$ cat src/rtl/instr_fetch_stage.sv
// instr_fetch_stage: program counter and instruction memory issuing one registered word per un-stalled RUN cycle
module instr_fetch_stage #(
   parameter int          ADDR_W    = 5,
   parameter int          DEPTH     = 32,
   parameter logic [31:0] HALT_WORD = 32'hFFFFFFFF
) (
   input  logic              clk,
   input  logic              rst,
   input  logic              LoadEn,
   input  logic [ADDR_W-1:0] LoadAddr,
   input  logic [31:0]       LoadData,
   input  logic              Go,
   input  logic              Stall,
   output logic [31:0]       InstrOut,
   output logic              WriteEnable,
   output logic [ADDR_W-1:0] PC,
   output logic              Running,
   output logic              Halted
);
   typedef enum logic [1:0] {LOAD = 2'd0, RUN = 2'd1, HALT = 2'd2} state_t;
   localparam logic [ADDR_W-1:0] LAST = ADDR_W'(DEPTH - 1);
   state_t            state, state_n;
   logic [31:0]       mem [DEPTH];
   logic [31:0]       word, instr_n;
   logic              we_n, load_ok;
   logic [ADDR_W-1:0] pc_n;
   assign word    = mem[PC];
   assign load_ok = state == LOAD && LoadEn && int'(LoadAddr) < DEPTH;
   // program memory is written only while loading and survives reset
   always_ff @(posedge clk)
      if (!rst && load_ok) mem[LoadAddr] <= LoadData;
   // next-state, next-PC and next-issue decode; stall falls through the held defaults
   always_comb begin
      state_n = state;
      pc_n    = PC;
      instr_n = InstrOut;
      we_n    = WriteEnable;
      case (state)
         LOAD: begin
            instr_n = '0;
            we_n    = 1'b0;
            pc_n    = '0;
            state_n = Go ? RUN : LOAD;
         end
         RUN: if (!Stall) begin
            if (word == HALT_WORD) begin
               instr_n = '0;
               we_n    = 1'b0;
               state_n = HALT;
            end else begin
               instr_n = word;
               we_n    = word != '0;
               pc_n    = PC == LAST ? PC : PC + ADDR_W'(1);
               state_n = PC == LAST ? HALT : RUN;
            end
         end
         HALT: begin
            instr_n = '0;
            we_n    = 1'b0;
         end
         default: begin
            instr_n = '0;
            we_n    = 1'b0;
            pc_n    = '0;
            state_n = LOAD;
         end
      endcase
   end
   // state, PC and the S1-facing outputs, with status flags decoded from the state being entered
   always_ff @(posedge clk) begin
      if (rst) begin
         state       <= LOAD;
         PC          <= '0;
         InstrOut    <= '0;
         WriteEnable <= 1'b0;
         Running     <= 1'b0;
         Halted      <= 1'b0;
      end else begin
         state       <= state_n;
         PC          <= pc_n;
         InstrOut    <= instr_n;
         WriteEnable <= we_n;
         Running     <= state_n == RUN;
         Halted      <= state_n == HALT;
      end
   end
endmodule
$ cat config.mk
export PLATFORM = sky130hd
export DESIGN_NAME = instr_fetch_stage
export DESIGN_NICKNAME = d
export VERILOG_FILES = /design/src/rtl/instr_fetch_stage.sv
export SDC_FILE = /design/constraint.sdc
export NUM_CORES = 1
export LEC_CHECK = 0
export BUFFER_PORTS_ARGS = -buffer_cell sky130_fd_sc_hd__buf_2
export CORE_MARGIN = 5
export CORE_UTILIZATION = 35
export DETAILED_ROUTE_END_ITERATION = 8
export GPL_TIMING_DRIVEN = 0
export PLACE_DENSITY = 0.53
export SLEW_MARGIN = 20
export SYNTH_ARGS = -nofsm -noshare
export SYNTH_HDL_FRONTEND = slang
export SYNTH_SLANG_ARGS = --single-unit
$ cat constraint.sdc
create_clock -name clk -period 3.3 [get_ports clk]
set_input_delay 0.165 -clock clk [delete_from_list [all_inputs] [get_ports clk]]
set_output_delay 0.165 -clock clk [all_outputs]
set_load 0.01 [all_outputs]
Word level (Yosys, flattened, before mapping)
Memories as Yosys holds them, arrays and structs flattened. A register that Yosys moved wholly into a read port is not among the register bits.
Index checks and enable logic that the tools add are counted.
{"block": "classes", "n_mux": 15, "n_bitwise": 2, "n_eq_ne": 9, "n_reduce_logical": 7, "n_addsub": 1}
{"operator": "equality test 32 bit (second input constant)", "n": 1}
{"operator": "two-way mux 32 bit", "n": 1}
{"operator": "nonzero test 32 bit", "n": 1}
{"operator": "two-way mux 5 bit", "n": 5}
{"operator": "case mux 5 bit (2 select lines)", "n": 1}
{"operator": "two-way mux 2 bit", "n": 3}
{"operator": "inequality test 2 bit (second input constant)", "n": 3}
{"operator": "case mux 2 bit (3 select lines)", "n": 1}
{"operator": "adder 5 x 1 -> 5 bit (second input constant)", "n": 1}
{"operator": "equality test 5 bit (second input constant)", "n": 1}
{"operator": "equality test 2 x 1 -> 1 bit (second input constant)", "n": 2}
{"operator": "equality test 2 bit (second input constant)", "n": 2}
{"operator": "two-way mux 1 bit", "n": 4}
{"operator": "AND reduction 4 bit", "n": 1}
{"operator": "logical AND 1 bit", "n": 2}
{"operator": "logical NOT 2 bit", "n": 1}
{"operator": "NOT 1 bit", "n": 2}
{"operator": "OR reduction 2 bit", "n": 1}
{"operator": "logical NOT 1 bit", "n": 1}
{"block": "word_totals", "in_bits": 42, "wordCells": 41, "ramBits": 1024, "reg_bits": 42, "mem_count": 1, "out_inout_bits": 40}
{"name": "mem", "depth": 32, "word_bits": 32, "rd": 1, "rd_clocked_by_memory_dff": 1, "write_ports": 1, "line_no": "23", "rtl": "logic [31:0] mem [DEPTH];"}

Depth between registers and ports, before layout
{"block": "depth", "depth_word": 7, "mapped_depth": 15, "mapped_depth_nobuf": 9}

Worst setup path after synthesis
Ideal clock, no wire load.
{"block": "synth_timing", "path_kind": "reg2reg", "startpoint": "register state[1]", "endpoint": "memory mem[12][0] (enable)", "n_path_buf": 1, "period_less_slack_ns": 3.383, "stages_incl_launch_ff": 6, "setup_slack_ns": -0.083, "setup_ns": 0.421, "t_arrival_ns": 2.962, "required_ns": 2.879, "cell_sequence": "dfxtp_1 or2_2 or3b_2 or3_1 clkbuf_1 nor2_1"}
{"block": "synth_between", "elab_chain_len": 5}
{"element": "from (decl)", "line_no": "22", "rtl": "state_t state, state_n;"}
{"element": "from (signal assigned)", "line_no": "79", "rtl": "state <= state_n;"}
{"element": "logical NOT 2 bit", "line_no": "28", "rtl": "assign load_ok = state == LOAD && LoadEn && int'(LoadAddr) < DEPTH;"}
{"element": "logical AND 1 bit", "line_no": "28"}
{"element": "logical AND 1 bit", "line_no": "31", "rtl": "if (!rst && load_ok) mem[LoadAddr] <= LoadData;"}
{"element": "two-way mux 1 bit", "line_no": "31"}
{"element": "two-way mux 1 bit (not written as such)", "line_no": "31"}
{"element": "to (decl)", "line_no": "23"}
No other way between the ends.

==> run metrics <==
Initial Util 35.25%; crit-path leading delay family buffers and inverters; Area growth syn-to-layout 26.91%; share of cells above drive strength 1 40.25%; Nets 2424; vias in the first global route 22971; area of the multi-input gates 0.01013 mm2; # DRC 0; failing checks negative setup slack; Relative slew margins 30.83%; actual slew at the worst max-slew pin 1.038 ns; Final Hold Viols 0; Die ar. 0.1261 mm2; share of the synthesized area in the top cell type 73.78%; Min Hold Slack 0.05485 ns; Max Cap Violations 0; Core ar. 0.1182 mm2; library cells used by synthesis 75; critical path launch point type register; Worst Hold Class in2reg; number of flops mapped to enable cells by yosys 1024; crit-path max FO 8; first-pass GRT wire length 193100 um; Placed Cells 3620; GRT Resource Usage Total 22.34%; RePlAce Congestion 0.8971; Max stage delay on crit path 0.53 ns; Slew Limit Fails 0; Routed WL 143800 um; Worst Clk Skew 0.03752 ns; Buf/Inv on CP 7; ANT nets after route 0; Yosys reg bits 1071; PD cells 532.6 mW/mm2; Syn Inst Count 1934; setup ws final -0.4319 ns; Arr. time, crit path 4.29 ns; count leader, synth edfxtp_1; Sequential Area 0.03170 mm2; Fillers 9994; DRT iter0 DRCs 3515; cell taking the most area after synthesis edfxtp_1; Synth area leaders edfxtp_1, mux4_2, dfxtp_1; setup violators final 47; cell mode on critical path buf_16; PnR Total Power 28.17 mW; Clock Tree Buf Depth 3; fmax 0.2680 GHz; hpwl dp 95150 um; RSZ-0062 raised after global routing true; Leakage 16.93 nW; antenna violations before repair 7; Synth Warn # 0; grt ovf 0; minimum clock period 3.732 ns; Peak VDD IR 0.4147 mV; Cell Rows 126; Syn Nets 1978; CTS buffer count 111; DR WL/cell 35.84 um; Main synth FF type edfxtp_1; sequential fraction of the synthesis area 76.04%; CP required 3.86 ns; via count 23201; Worst-path clk slew 0.06 ns; root buf cell clkbuf_16; Die Ht 355.1 um; fin crit share 113.1%; mapped cell area 0.04168 mm2; Commonest cells post-synth edfxtp_1, mux4_2, nand2_1, nor2_1, mux2i_1; Setup crit end kind register; critical path, cell by cell buf_12 -> buf_16 -> buf_16 -> buf_16 -> clkbuf_16 -> buf_4 -> mux4_2 -> a22oi_1 -> a31oi_2 -> nand4_1 -> o41ai_4 -> buf_4 -> or4b_4 -> a31oi_4; CTS sink cnt 1071; Crit-path slowest cell or4b_4; Via density 5.784; run status finished with violations; largest net degree at the start of global routing 33; CP Class reg2reg; fin cells 4011; Skew-Pair Late Insertion Delay 0.70 ns; CTS tree built; top-level I/O count 82; Avg Inst Size Synth 21.55 um2; port buffer count 80; H-tree levels 3; TritonRoute pass-1 iters 6; Die W 355.1 um; Synth async-reset ratio 0%
flip-flops by register name (all words and copies together), names as in the netlist, named ones only:
name         count
mem           1024
Running          1
Halted           1
PC               5
WriteEnable      1
InstrOut        32
state            2
final cells by class:
class	count	share of cell area [%]
sequential	1071	59.93
multi-input combinational	743	19.16
timing repair buffer	336	7.354
clock buffer	147	5.599
tap	1536	3.633
buffer	101	3.094
clock inverter	58	1.074
inverter	16	0.1372
antenna	3	0.01419
per-layer routing:
metal	GRT usage, %	vias to the layer above	part of all wire (%)
met5	0	-	0.019
met4	7.035	4	3.5
met3	5.802	245	9.8
met2	34.57	1307	46
met1	31.19	12552	41
li1	-	9093	-
worst paths after layout:
kind	slack, ns	startpoint	endpoint	cells after the start
setup / recovery	-0.43	register	PC[3]$_SDFFE_PP0P_	14
hold / removal	0.05	LoadData[8]	mem[19][8]$_DFFE_PP_	1
setup reg to reg	-0.43	register	PC[3]$_SDFFE_PP0P_	14
hold reg to reg	0.46	InstrOut[13]$_SDFFE_PP0N_	InstrOut[13]$_SDFFE_PP0N_	2
through the flow:
step / util, % / area [um2] / setup WS, ns / setup TNS (ns)
floorplan: - / 41680 / -0.08291 / -20.29
global placement: 37.21 / 44000 / -3.389 / -3126.81
detailed placement: 38.75 / 45820 / -2.126 / -107.52
CTS: 44.25 / 52320 / -0.2960 / -9.919
global route: 44.73 / 52890 / -0.4641 / -19.02
finish: 44.73 / 52890 / -0.4319 / -16.34
power breakdown:
| part | internal [mW] | total (mW) | switching [mW] | leakage [nW] |
|---|---|---|---|---|
| combinational | 0.360 | 0.944 | 0.584 | 5.61 |
| sequential | 14.9 | 14.9 | 0.0206 | 9.59 |
| clock | 7.07 | 12.3 | 5.21 | 1.73 |
| total | 22.4 | 28.2 | 5.81 | 16.9 |
cells in the final DEF, fill, tap and decap left out, types with 12 or more instances in the layout:
cell and count:
buf_12 90, buf_16 48, a21oi_1 13, buf_2 82, nor2_1 20, buf_6 18
clkinv_2 17, buf_8 17, dfxtp_1 43, mux2_2 15, a21oi_2 26, clkbuf_1 38
edfxtp_1 1024, buf_4 121, nor2_4 36, clkinv_1 23, nand2_1 68, dlygate4sd3_1 34
or3_4 17, mux2i_1 43, o22ai_1 19, mux4_2 232, inv_1 13, nand3_1 18
clkbuf_16 115, a22oi_1 12, mux4_1 19
logic make-up (layout without fill, tap and decap cells):
family,after synthesis,in the layout,synth area share [%]
muxes,317,317,15.43
other,0,3,0
buffers and inverters,120,658,2.312
AOI/OAI and AO/OA,151,151,2.522
adders and majority gates,2,2,0.06003
DFF,1071,1071,76.04
and+or+nand+nor,273,273,3.633
repair_timing:
action                                  in CTS  in global routing
endpoints found under the setup margin     244                113
endpoints found under the hold margin      993                  0
cloned                                       8                  2
resized for setup                          340                 59
hold buffers                                34                  0
setup buffers                              111                 34
pin swaps                                   88                 36
Note: power is estimated with default switching activity, not from simulation.
